## src/rtl/mips_dmem_bridge.sv

```systemverilog
`default_nettype none
// ============================================================================
// Module      : mips_dmem_bridge
// Description : Data-memory port bridge behind the MEM stage of the 5-stage
//               MIPS core. Turns single-cycle load/store strobes into a
//               req/ack bus transaction with any number of wait states,
//               stalls the pipeline until the access retires and presents
//               registered load data. Flags misaligned accesses and bus
//               timeouts with sticky error bits.
// Revision    : 1.0 - initial release
// ----------------------------------------------------------------------------
// Parameters
//   ADDR_WIDTH      core/bus address width (>= 2)
//   DATA_WIDTH      data word width; word-only accesses
//   TIMEOUT         max cycles waiting for busAck__i before abort (>= 1)
// Ports
//   clock__i        in   single clock, rising edge
//   reset_n__i      in   asynchronous active-low reset
//   memAddr__i      in   core data address
//   memDataWrite__i in   core store data
//   memRead__i      in   core load strobe
//   memWrite__i     in   core store strobe (wins when both strobes are high)
//   memDataRead__o  out  registered load data to MEM/WB
//   stall__o        out  pipeline freeze
//   busReq__o       out  bus request, held until ack or timeout
//   busWe__o        out  1 = write, 0 = read
//   busAddr__o      out  bus word address
//   busWData__o     out  bus write data
//   busAck__i       in   one-cycle completion strobe
//   busRData__i     in   read data, valid with busAck__i
//   misalignErr__o  out  sticky misaligned-access flag
//   timeoutErr__o   out  sticky bus-timeout flag
// ============================================================================
module mips_dmem_bridge #(
  parameter int ADDR_WIDTH = 32,
  parameter int DATA_WIDTH = 32,
  parameter int TIMEOUT    = 255
) (
  input  logic                  clock__i,
  input  logic                  reset_n__i,
  input  logic [ADDR_WIDTH-1:0] memAddr__i,
  input  logic [DATA_WIDTH-1:0] memDataWrite__i,
  input  logic                  memRead__i,
  input  logic                  memWrite__i,
  output logic [DATA_WIDTH-1:0] memDataRead__o,
  output logic                  stall__o,
  output logic                  busReq__o,
  output logic                  busWe__o,
  output logic [ADDR_WIDTH-1:0] busAddr__o,
  output logic [DATA_WIDTH-1:0] busWData__o,
  input  logic                  busAck__i,
  input  logic [DATA_WIDTH-1:0] busRData__i,
  output logic                  misalignErr__o,
  output logic                  timeoutErr__o
);

  // Counter is wide enough to hold TIMEOUT itself.
  localparam int                 c_CNT_W       = $clog2(TIMEOUT + 1);
  localparam logic [c_CNT_W-1:0] c_TIMEOUT_CNT = c_CNT_W'(TIMEOUT);
  localparam logic [c_CNT_W-1:0] c_CNT_ONE     = c_CNT_W'(1);

  typedef enum logic [1:0] {
    S_IDLE = 2'd0,
    S_REQ  = 2'd1,
    S_DONE = 2'd2
  } state_t;

  state_t r_state;
  state_t w_state_nxt;

  logic [ADDR_WIDTH-1:0] r_addr;
  logic [DATA_WIDTH-1:0] r_wdata;
  logic                  r_we;
  logic [DATA_WIDTH-1:0] r_rdata;
  logic                  r_bus_req;
  logic [c_CNT_W-1:0]    r_cnt;
  logic                  r_misalign_err;
  logic                  r_timeout_err;

  logic                  w_req;
  logic                  w_aligned;
  logic [c_CNT_W-1:0]    w_cnt_inc;
  logic                  w_timeout;
  logic                  w_stall;

  assign w_req     = memRead__i | memWrite__i;
  assign w_aligned = (memAddr__i[1:0] == 2'b00);
  assign w_cnt_inc = r_cnt + c_CNT_ONE;
  // Fires in the last REQ cycle the bridge is willing to wait; an ack in
  // that same cycle still completes the access normally.
  assign w_timeout = (w_cnt_inc == c_TIMEOUT_CNT);

  // --------------------------------------------------------------------------
  // State register
  // --------------------------------------------------------------------------
  always_ff @(posedge clock__i or negedge reset_n__i) begin
    if (!reset_n__i) begin
      r_state <= S_IDLE;
    end else begin
      r_state <= w_state_nxt;
    end
  end

  // --------------------------------------------------------------------------
  // Next state and stall. Stall is combinational from the strobes in IDLE so
  // the core holds the access in the very cycle it is first presented.
  // --------------------------------------------------------------------------
  always_comb begin
    w_state_nxt = r_state;
    w_stall     = 1'b0;
    case (r_state)
      S_IDLE: begin
        if (w_req) begin
          w_stall     = 1'b1;
          w_state_nxt = w_aligned ? S_REQ : S_DONE;
        end
      end
      S_REQ: begin
        w_stall = 1'b1;
        if (busAck__i || w_timeout) begin
          w_state_nxt = S_DONE;
        end
      end
      // Strobes still high here belong to the retiring access.
      S_DONE: begin
        w_state_nxt = S_IDLE;
      end
      default: begin
        w_state_nxt = S_IDLE;
      end
    endcase
  end

  // --------------------------------------------------------------------------
  // Datapath: latched request, bus request flop, wait counter, load data and
  // sticky error flags.
  // --------------------------------------------------------------------------
  always_ff @(posedge clock__i or negedge reset_n__i) begin
    if (!reset_n__i) begin
      r_addr         <= '0;
      r_wdata        <= '0;
      r_we           <= 1'b0;
      r_rdata        <= '0;
      r_bus_req      <= 1'b0;
      r_cnt          <= '0;
      r_misalign_err <= 1'b0;
      r_timeout_err  <= 1'b0;
    end else begin
      case (r_state)
        S_IDLE: begin
          if (w_req) begin
            if (w_aligned) begin
              r_addr    <= memAddr__i;
              r_wdata   <= memDataWrite__i;
              r_we      <= memWrite__i;
              r_bus_req <= 1'b1;
              r_cnt     <= '0;
            end else begin
              // No bus cycle for a misaligned word access.
              r_misalign_err <= 1'b1;
              r_rdata        <= '0;
            end
          end
        end
        S_REQ: begin
          r_cnt <= w_cnt_inc;
          if (busAck__i) begin
            r_bus_req <= 1'b0;
            // Stores leave the last load result visible to the core.
            if (!r_we) begin
              r_rdata <= busRData__i;
            end
          end else if (w_timeout) begin
            r_bus_req     <= 1'b0;
            r_timeout_err <= 1'b1;
            r_rdata       <= '0;
          end
        end
        S_DONE: begin
          r_cnt <= '0;
        end
        default: begin
          r_bus_req <= 1'b0;
          r_cnt     <= '0;
        end
      endcase
    end
  end

  // --------------------------------------------------------------------------
  // Outputs
  // --------------------------------------------------------------------------
  assign stall__o       = w_stall;
  assign busReq__o      = r_bus_req;
  assign busWe__o       = r_we;
  assign busAddr__o     = r_addr;
  assign busWData__o    = r_wdata;
  assign memDataRead__o = r_rdata;
  assign misalignErr__o = r_misalign_err;
  assign timeoutErr__o  = r_timeout_err;

endmodule
`default_nettype wire

```

## config.mk

```make
export PLATFORM = sky130hd
export DESIGN_NAME = mips_dmem_bridge
export DESIGN_NICKNAME = d
export VERILOG_FILES = /design/src/rtl/mips_dmem_bridge.sv
export SDC_FILE = /design/constraint.sdc
export NUM_CORES = 1
export LEC_CHECK = 0
export CAP_MARGIN = 20
export CORE_UTILIZATION = 44
export CTS_BUF_LIST = sky130_fd_sc_hd__clkbuf_4 sky130_fd_sc_hd__clkbuf_8 sky130_fd_sc_hd__clkbuf_16
export DETAILED_ROUTE_END_ITERATION = 10
export PLACE_DENSITY = 0.89
export SLEW_MARGIN = 10
export SYNTH_ARGS = -nofsm -noshare
export SYNTH_HDL_FRONTEND = slang
export SYNTH_SLANG_ARGS = --single-unit
```

## constraint.sdc

```tcl
create_clock -name clock__i -period 3.4 [get_ports clock__i]
set_clock_uncertainty 0.05 [all_clocks]
set_input_delay 1.02 -clock clock__i [delete_from_list [all_inputs] [get_ports clock__i]]
set_output_delay 1.02 -clock clock__i [all_outputs]
set_load 0.01 [all_outputs]
```

# Word-level counts from Yosys, hierarchy flattened
# Cells that the tools add are included.
[word_totals] reg_bits=110 inputBits=101 output_inout_bits=101 elab_cells=54
[op_classes] add_sub_neg=1 n_eq_ne=9 muxes=20 bitwise_logic=4 reduce_logical=11
[op_table] cell="$mux 32" count=5
[op_table] cell="$pmux 32 s2" count=1
[op_table] cell="$mux 8" count=2
[op_table] cell="$pmux 8 s2" count=1
[op_table] cell="$reduce_and 3->1" count=3
[op_table] cell="$add 8x1->8 const B" count=1
[op_table] cell="$eq 8x8->1 const B" count=1
[op_table] cell="$ne 2x2->1 const B" count=4
[op_table] cell="$mux 2" count=3
[op_table] cell="$ne 3x3->1 const B" count=2
[op_table] cell="$mux 1" count=5
[op_table] cell="$reduce_and 5->1" count=1
[op_table] cell="$logic_not 2->1" count=2
[op_table] cell="$pmux 2 s2" count=1
[op_table] cell="$reduce_and 2->1" count=2
[op_table] cell="$reduce_and 4->1" count=1
[op_table] cell="$not 1->1" count=3
[op_table] cell="$pmux 1 s3" count=1
[op_table] cell="$eq 2x1->1 const B" count=1
[op_table] cell="$eq 2x2->1 const B" count=1
[op_table] cell="$pmux 1 s2" count=1
[op_table] cell="$reduce_bool 2->1" count=1
[op_table] cell="$logic_or 1x1->1" count=1
[op_table] cell="$or 1x1->1" count=1

# Depth between registers and ports, before layout
# Gate-level depths: netlist of run 1.
[logic_depth] word_depth=5 depth_mapped=8 ltp_nobuf=7

# Worst setup path after synthesis of run 1
# Ideal clock, no wire load.
[synth_path] path_kind="input to output" startpoint="in memWrite__i" endpoint="out stall__o" t_arrival_ns=1.266 setup_slack_ns=1.064 stages=2 n_path_buf=0 cell_sequence="nor3_1 -> nor2_1"
[synth_via] elab_chain_cells=3
[synth_rtl] item="start: declaration" line="44" source="input logic memWrite__i,"
[synth_rtl] item="$or 1x1->1" line="86" source="assign w_req = memRead__i | memWrite__i;"
[synth_rtl] item="$mux 1" line="113" source="if (w_req) begin"
[synth_rtl] item="$pmux 1 s2" line="111" source="case (r_state)"
[synth_rtl] item="end: declaration" line="46" source="output logic stall__o,"
# No other way between the ends.

# Final worst setup path of run 1
# Ends and elaborated chain as after synthesis.

==> flow_summary.ini, run 1 <==
[run_status]
status = complete, no violations

[logic_synthesis]
synth_cells = 294
synthTopCellsByArea = dfrtp_1, mux2_2, a22o_2, a22o_1, o21ai_0
syn_nets = 397
synth_cell_types = 41
yosysTopAreaCell = dfrtp_1
ys_ff_latch = 110
synth.top_cell.area_share_pct = 63.2
ys_warn_count = 0
netlist_area_mm2 = 0.00436
yosysSeqAreaShare_pct = 63.2
avgSynthCellArea_um2 = 14.8

[clocking]
clockRootBuffer = clkbuf_8
cts_max_path_buffers = 2
numCtsBuffers = 9
cts.clk_slew.worst_paths_ns = 0.11
cts_tree = yes
clkLatencyLatePin_ns = 0.36
cts_sinks = 110
h-tree-depth = 3
ctsResizeCount = 0
cts_hold_buf = 0
postCtsSetupBuffers = 0

[sta]
tightest_slew_ns = 0.872
fin_crit_ns = 3.27
fin_setup_tns_ns = 0
maxSlewHeadroom_pct = 41.9
fin_crit_sh_pct = 96.3
hold_viol = 0
slew_violations = 0
clock.fmax_mhz = 306
rsz0062_at_grt = false
finalSetupViolCount = 0

[pwr]
power.leakage_nw = 2.82
p_switching_mw = 1.21
netSwitchingFraction_pct = 29.3
power.internal_mw = 2.92
p_clk_share_pct = 17.3
share_comb_of_total_power_pct = 37.6
pwr-share-seq_pct = 45.1
power_density_mw_per_mm2 = 619
peakVddDrop_mv = 0.273

[cells_and_area]
drive_gt1_share_pct = 23.7
multi_input_area_mm2 = 0.00148
fin_nets = 601
fill_cells = 653
seq_area_mm2 = 0.00275
final_area_mm2 = 0.00669
areaGrowthSynthToFinish_pct = 53.4
final_core_util_pct = 71.0
n_antenna_cell = 0

[floorplan]
ioPinCount = 202
die_x_um = 102
num_rows = 35
dieArea_mm2 = 0.0103
core_region_area_mm2 = 0.00942
start_util_pct = 46.3
fp.dieH_um = 102

[placement]
finalWeightedCongestion = 0.785
place_area_mm2 = 0.00651
post-dp-hpwl_mm = 8.05
io_buffers = 201

[drt]
first_pass_iters = 4
drt-total-wl_mm = 10.8
drc_errors = 0
viasPerCell = 5.05
detail-route-antenna-nets = 0
vias = 3185
drt_iter0_drc = 83
wl_per_cell_um = 17.1

[worst_setup_path]
critical_path_class = input pin to primary output
cp.required_ns = 2.33
cp_max_fo = 2
worst-r2r-setup-slack_ns = 0.89
r2r-end = memDataRead__o[22]$_DFFE_PN0P_
cp-end-kind = primary output
crit_path_start = memWrite__i
worstPathArrival_ns = 2.20
reg2reg_depth = 5
reg2reg_from = r_state[0]$_DFFE_PN0P_
start_kind = input pin

[min_path]
min_path_type = register to register
holdPathStages = 1
hp-start = timeoutErr__o$_DFFE_PN0P_
hold_end = timeoutErr__o$_DFFE_PN0P_

[global_routing]
overflow = 0
grt_first_pass_wirelength_mm = 16.9
grt_max_degree = 95
antenna_found_initial = 0
grt_pass1_vias = 3303
gr-usage-all-layers_pct = 21.5

[job]
max-cap-violations = 0
-- cell usage after synthesis, drive strengths merged --
cell	count
dfrtp	110
mux2	62
a22o	33
o21ai	13
buf	12
nor2	8
nand2	6
nand3	5
a31oi	4
clkbuf	4
a21o	3
a21oi	3
nand2b	3
nor2b	3
o31ai	3
ha	2
inv	2
nor3	2
nor4	2
a211o	1
a21boi	1
a311oi	1
and2	1
and2b	1
and3	1
and4bb	1
nand4	1
o211a	1
o21bai	1
o22a	1
o31a	1
o41ai	1
or4	1
-- critical path, stage by stage --
cell and delay (ns):
clkdlybuf4s50_1 0.49, nor3_1 0.06, nor2_1 0.09, clkdlybuf4s50_1 0.54
-- stage by stage --
stage	power (mW)	std cells	setup WS [ns]	hold WS [ns]
finish	4.14	631	0.127	0.431
global route	4.36	631	0.0635	0.447
CTS	4.19	631	0.123	0.434
detailed placement	3.47	616	0.0868	0.403
global placement	3.40	616	0.138	0.395
floorplan	2.49	294	1.06	0.417
-- worst max-delay path by stage --
| stage | to | slack (ns) | cells past startpoint |
|---|---|---|---|
| floorplan | stall__o | 1.06 | 2 |
| global placement | stall__o | 0.14 | 4 |
| detailed placement | memDataRead__o[11]$_DFFE_PN0P_ | 0.09 | 7 |
| CTS | stall__o | 0.12 | 4 |
| global route | stall__o | 0.06 | 4 |
| finish | stall__o | 0.13 | 4 |
-- per-layer routing --
metal  part of all wire, %  routed length [µm]  vias up  track usage [%]
li1                      -                   -     1492                -
met1                    41                4380     1555             26.3
met2                    52                5650      127             38.2
met3                   6.0                 649       11             5.31
met4                   1.1                 117        0             5.24
met5                     0                   0        -                0
-- layout make-up --
class,instances,share of cell area [%]
Tap cell,129,2.41
Sequential cell,110,41.2
Clock inverter,6,0.730
Timing Repair Buffer,209,31.5
Clock buffer,9,1.85
Multi-Input combinational cell,166,22.2
Inverter,2,0.112
-- cell usage in the layout (no fill, tap or decap), types with 2 or more instances in the layout --
master	count
a21oi_1	3
nand2_1	6
a31oi_1	3
a22o_1	8
buf_4	6
o21ai_0	12
inv_1	2
clkbuf_8	9
a22o_2	25
o31ai_1	3
nand2b_1	3
ha_1	2
nor2_1	8
a21o_1	3
mux2_2	62
clkdlybuf4s50_1	200
buf_12	3
dfrtp_1	110
nand3_1	4
clkinv_4	2
nor2b_1	3
clkinvlp_4	2
-- power by group through the flow --
| stage | Clock (mW) | Sequential [mW] | Combinational [mW] |
|---|---|---|---|
| 6_report | 0.714 | 1.87 | 1.56 |
| 5_1_grt | 0.789 | 1.92 | 1.66 |
| 4_1_cts | 0.736 | 1.87 | 1.58 |
| 3_5_place_dp | 0 | 1.90 | 1.58 |
| 3_3_place_gp | 0 | 1.87 | 1.53 |
| 2_1_floorplan | 0 | 2.04 | 0.449 |
-- state kept, by name (all words and copies together), names as in the netlist --
signal	count
busWe__o	1
misalignErr__o	1
busWData__o	32
busAddr__o	32
memDataRead__o	32
r_cnt	8
timeoutErr__o	1
r_state	2
busReq__o	1
-- logic make-up (layout without fill, tap and decap cells) --
group | Yosys count | in the layout | share of synthesized area, %
DFF | 110 | 110 | 63.2
AOI/OAI and AO/OA | 67 | 67 | 12.8
muxes | 62 | 62 | 16.0
and+or+nand+nor | 35 | 35 | 4.51
buffers and inverters | 18 | 226 | 2.90
adders and majority gates | 2 | 2 | 0.574
(Power assumes the default switching activity.)
==> inputs of run 2 (changes only) <==
--- a/config.mk
+++ b/config.mk
@@ -10,6 +10,7 @@
 export CTS_BUF_LIST = sky130_fd_sc_hd__clkbuf_4 sky130_fd_sc_hd__clkbuf_8 sky130_fd_sc_hd__clkbuf_16
 export DETAILED_ROUTE_END_ITERATION = 10
 export PLACE_DENSITY = 0.89
+export SKIP_CTS_REPAIR_TIMING = 1
 export SLEW_MARGIN = 10
 export SYNTH_ARGS = -nofsm -noshare
 export SYNTH_HDL_FRONTEND = slang
==> results of run 2 <==
No change in the layout: final DEF, timing and power equal those of run 1.
==> inputs of run 3 (changes only) <==
--- a/config.mk
+++ b/config.mk
@@ -5,11 +5,12 @@
 export SDC_FILE = /design/constraint.sdc
 export NUM_CORES = 1
 export LEC_CHECK = 0
+export ABC_AREA = 1
 export CAP_MARGIN = 20
-export CORE_UTILIZATION = 44
+export CORE_UTILIZATION = 46
 export CTS_BUF_LIST = sky130_fd_sc_hd__clkbuf_4 sky130_fd_sc_hd__clkbuf_8 sky130_fd_sc_hd__clkbuf_16
 export DETAILED_ROUTE_END_ITERATION = 10
-export PLACE_DENSITY = 0.89
+export PLACE_DENSITY = 0.9
 export SKIP_CTS_REPAIR_TIMING = 1
 export SLEW_MARGIN = 10
 export SYNTH_ARGS = -nofsm -noshare
==> run 3 against run 2 <==
Net effect:
- clock power is 20% higher
- core utilization up 0.80 points
- sequential share of layout area shrank 2.1 points
- synthesized cell count is 51% higher
- critical path type unchanged
- non-clock buffer count up 1
- global-route usage increased by 1.9 points
- worst setup slack lost 0.072 ns
- combinational power up 37%
- register-to-register slack worse by 0.07 ns
- wire length rose by 15%
- cell count rose by 23%
- final area up 5.5%
- highest routed layer unchanged
==> flow_summary.ini, run 3 <==
[job]
max-cap-violations = 0

[logic_synthesis]
ys_ff_latch = 110
ys_warn_count = 0
avgSynthCellArea_um2 = 10.6
yosysMostFrequentCell = nand2_1
synth_edf_count = 0
synth_cells = 445
synth-main-ff-cell = dfrtp_1
synth_cell_types = 23
yosysTopAreaCell = dfrtp_1
async_flop_share_pct = 100
netlist_area_mm2 = 0.00470
syn_nets = 548
synthTopCellsByArea = dfrtp_1, mux2_2, nand2_1, nand4_1, nor2_1
synth.top_cell.area_share_pct = 58.5
yosysSeqAreaShare_pct = 58.5
yosys-top-cells-count = nand2_1, dfrtp_1, mux2_2

[sta]
rsz0062_at_grt = false
clock.fmax_mhz = 299
worst_slack_ns = 0.0549
finalSetupViolCount = 0
fin_setup_tns_ns = 0
slew_violations = 0
tightest_slew_ns = 0.591
fin_crit_sh_pct = 98.4
hold_viol = 0
fin_crit_ns = 3.35
maxSlewHeadroom_pct = 60.6

[pwr]
power.leakage_nw = 3.14
p_total_mw = 4.99
power_density_mw_per_mm2 = 708
peakVddDrop_mv = 0.470

[placement]
dp_cells = 761
post-dp-hpwl_mm = 8.99
io_buffers = 201
preCtsSetupSlack_ns = 0.0452
place_area_mm2 = 0.00683
finalWeightedCongestion = 0.832

[clocking]
cts_sinks = 110
numCtsBuffers = 9
h-tree-depth = 3
cts.clk_slew.worst_paths_ns = 0.09
clockRootBuffer = clkbuf_8
cts_tree = yes
cts_max_path_buffers = 2
clkLatencyLatePin_ns = 0.36

[floorplan]
num_rows = 36
fp.dieH_um = 103
die_x_um = 103
dieArea_mm2 = 0.0106
start_util_pct = 47.9
ioPinCount = 202
core_region_area_mm2 = 0.00982

[global_routing]
antenna_found_initial = 0
grt_pass1_vias = 3916
gr-usage-all-layers_pct = 23.4
grt_first_pass_wirelength_mm = 18.8
overflow = 0
grt_max_degree = 56

[cells_and_area]
areaGrowthSynthToFinish_pct = 49.9
drive_gt1_share_pct = 15.0
seq_area_mm2 = 0.00275
final_common_cell = clkdlybuf4s50_1
n_antenna_cell = 0
final_area_mm2 = 0.00705
layout_common_cells = clkdlybuf4s50_1, nand2_1, dfrtp_1, mux2_2, nor2_1
instances_no_fill = 775
fill_cells = 698
fin_nets = 742
multi_input_area_mm2 = 0.00177

[drt]
wl_per_cell_um = 16.1
first_pass_iters = 5
drc_errors = 0
detail-route-antenna-nets = 0
vias = 3964
drt_iter0_drc = 154
viasPerCell = 5.11
drt-total-wl_mm = 12.5

[run_status]
status = complete, no violations

[worst_setup_path]
cp-end-kind = primary output
cp.required_ns = 2.33
cp_max_fo = 4
worstPathArrival_ns = 2.28
start_kind = input pin
critical_path_class = input pin to primary output

[min_path]
min_path_type = register to register
-- run 3: cell types whose count changed after synthesis, moves of 4 or more --
cell and delta:
nor2_1 +37, a22o_1 -8, a22o_2 -25, inv_1 +9, o22ai_1 +4, nand2_1 +121, clkbuf_1 +8, nand4_1 +31
buf_2 +7, o21ai_0 -5
-- run 3: cell families (layout without fill, tap and decap cells) --
group,after synthesis,count (layout),synth area share (%)
fa+ha+maj,2,2,0.532
simple gates,213,213,19.4
xor+xnor,1,1,0.186
mux,63,63,15.1
flops,110,110,58.5
compound gates,16,16,2.10
buf+inv,40,237,4.18
-- run 3: cell type report --
cell class / count / area share, %
clock buffer: 11 / 2.06
multi-input combinational: 295 / 25.1
clock inverter: 3 / 0.976
timing repair buffer: 210 / 29.8
sequential: 110 / 39.0
inverter: 13 / 0.692
tap: 133 / 2.36
-- run 3: routing by layer --
| layer | part of all wire (%) | up-vias | track usage, % | wire, µm |
|---|---|---|---|---|
| met1 | 38 | 1893 | 27.6 | 4770 |
| met4 | 2.0 | 0 | 8.45 | 246 |
| met3 | 10 | 21 | 8.47 | 1280 |
| met2 | 49 | 187 | 39.4 | 6150 |
| li1 | - | 1863 | - | - |
| met5 | 0 | - | 0 | 0 |
-- run 3: path summary, 6_finish.rpt --
kind | start | to | slack (ns) | cells after the start
worst max-delay path | memWrite__i | stall__o | 0.05 | 4
worst min-delay path | busAddr__o[1]$_DFFE_PN0P_ | busAddr__o[1]$_DFFE_PN0P_ | 0.43 | 2
worst max register to register | r_cnt[0]$_DFFE_PN0P_ | memDataRead__o[3]$_DFFE_PN0P_ | 0.82 | 10
worst min register to register | busAddr__o[1]$_DFFE_PN0P_ | busAddr__o[1]$_DFFE_PN0P_ | 0.43 | 2
max in group asynchronous | reset_n__i | busWData__o[26]$_DFFE_PN0P_ | 1.92 | 2
min in group asynchronous | reset_n__i | memDataRead__o[0]$_DFFE_PN0P_ | 0.60 | 1
-- run 3: per-stage QoR --
| stage | hold slack [ns] | util (%) |
|---|---|---|
| after detailed placement | 0.408 | 69.6 |
| after global placement | 0.402 | 69.6 |
| after floorplan | 0.453 | - |
| after CTS | 0.431 | 71.8 |
| final | 0.425 | 71.8 |
| after global routing | 0.456 | 71.8 |
-- run 3: power breakdown --
part | switching [mW] | internal [mW] | total [mW]
registers | 0.244 | 1.75 | 1.99
clock network | 0.418 | 0.439 | 0.857
logic | 0.920 | 1.22 | 2.14
total | 1.58 | 3.41 | 4.99
-- run 3: critical path, cell delays in order --
cell and delay (ns):
clkdlybuf4s50_1 0.50, nor2_2 0.07, a21oi_1 0.13, clkdlybuf4s50_1 0.55
==> variant (settings of run 1) <==
Re-encode `state_t` (3 states) as one-hot, 3 bits wide.
--- a/src/rtl/mips_dmem_bridge.sv
+++ b/src/rtl/mips_dmem_bridge.sv
@@ -59,10 +59,10 @@
   localparam logic [c_CNT_W-1:0] c_TIMEOUT_CNT = c_CNT_W'(TIMEOUT);
   localparam logic [c_CNT_W-1:0] c_CNT_ONE     = c_CNT_W'(1);
 
-  typedef enum logic [1:0] {
-    S_IDLE = 2'd0,
-    S_REQ  = 2'd1,
-    S_DONE = 2'd2
+  typedef enum logic [2:0] {
+    S_IDLE = 3'b001,
+    S_REQ  = 3'b010,
+    S_DONE = 3'b100
   } state_t;
 
   state_t r_state;
Formal check against the unedited RTL: no difference found for any inputs over 4 cycles, from zero or initial values and one cycle with reset_n__i low; so few cycles prove little.
==> variant against run 1 <==
Sequential cell count rose by 1; area after synthesis rose by 13%; total power is 31% higher; global-route usage is 0.39 points higher; largest cell class unchanged; synthesized cell count is 29% higher; worst setup slack worse by 0.0081 ns; sequential share of layout area down 3.0 points; maximum frequency decreased by 0.25%; routed wire length grew 19%; final area up 8.8%.
==> variant: results (changes against run 1) <==
* Cell Pwr Density at 744 mW/mm^2 (+20%)
* Non-Filler Instances at 715 (+13%)
* Reg2reg end: memDataRead__o[9]$_DFFE_PN0P_
* DP Wirelength at 9170 um (+14%)
* Syn Nets at 483 (+22%)
* Initial DRC Count at 197 (+140%)
* Outcome: finished clean
* Crit path max fanout at 2 (unchanged)
* VDD IR-drop max at 391 uV (+43%)
* Syn Inst Count at 380 (+29%)
* HP Class: primary input to async pin
* Aggregate global-route resource usage at 21.9% (+0.39 points)
* Adder-cell share of the synthesized area at 0.510% (-0.064 points)
* Layout filler cell count at 800 (+23%)
* Mux contribution to synthesized area at 17.0% (+0.96 points)
* Global-route wire length before repair at 19700 um (+17%)
* Post-synth cell types at 43 (+4.9%)
* FF-to-FF path depth at 6 (+1)
* Seq power at 2.04 mW (+9%)
* Commonest cells post-synth: dfrtp_1 (110), a21oi_1 (36), mux2_4 (36)
* Layout net count at 674 (+12%)
* Routability congestion estimate at 0.801 (+2.1%)
* Placement Cell Area at 0.00703 sq mm (+7.9%)
* Combinational group share of total power at 44.6% (+7.0 points)
* Slew of the pin with the lowest slew margin at 0.924 ns (+0.0515 ns)
* Pin count of the biggest net entering global routing at 72 (-24%)
* Compound-Gate Fraction of Synth Area at 16.1% (+3.3 points)
* Worst R2R Setup Slack at 0.88 ns
* FFs w/ async S/R, synth at 100% (unchanged)
* Share of layout cells above drive strength 1 at 17.2% (-6.5 points)
* DP Worst Slack at -0.111 ns (-0.198 ns)
* Total wire length at 12800 um (+19%)
* Fin crit period at 3.28 ns (+0.00812 ns)
* Sequential element share of the synthesized area at 56.7% (-6.5 points)
* Setup bufs post-CTS at 0 (unchanged)
* DP Cell Count at 700 (+14%)
* CTS resizes at 2 (+2)
* Vias in the first global route at 3958 (+20%)
* Worst r2r src: r_cnt[0]$_DFFE_PN0P_
* Synth Area in XOR/XNOR at 0.714% (+0.71 points)
* Synth area leaders: dfrtp_1 (56%), mux2_4 (11%), mux2_2 (6.0%)
variant: cell count changes in the layout (fill, tap and decap cells not counted), moves of 3 or more:
cell,before,now
mux2_4,0,36
a21oi_1,3,36
a211oi_1,0,32
a22o_1,8,1
bufinv_16,0,3
a22o_2,25,0
mux2_2,62,26
buf_4,6,9
o21ai_0,12,9
and2_1,0,3
a31oi_1,3,32
variant: layout make-up:
cell class / count / area [sq um] / share of cell area [%]
flip-flops and latches: 111 / 2780 / 38.2
clock buffers: 12 / 159 / 2.18
repair buffers: 212 / 2130 / 29.3
well taps: 140 / 175 / 2.41
inverters: 4 / 15.0 / 0.206
clock inverters: 3 / 90.1 / 1.24
multi-input cells: 233 / 1930 / 26.5
variant: routing by layer:
layer	vias up	track usage (%)	routed length, um
li1	1795	-	-
met5	-	0	0
met4	0	7.05	199
met1	1915	27.0	5250
met3	20	4.36	855
met2	159	38.4	6520
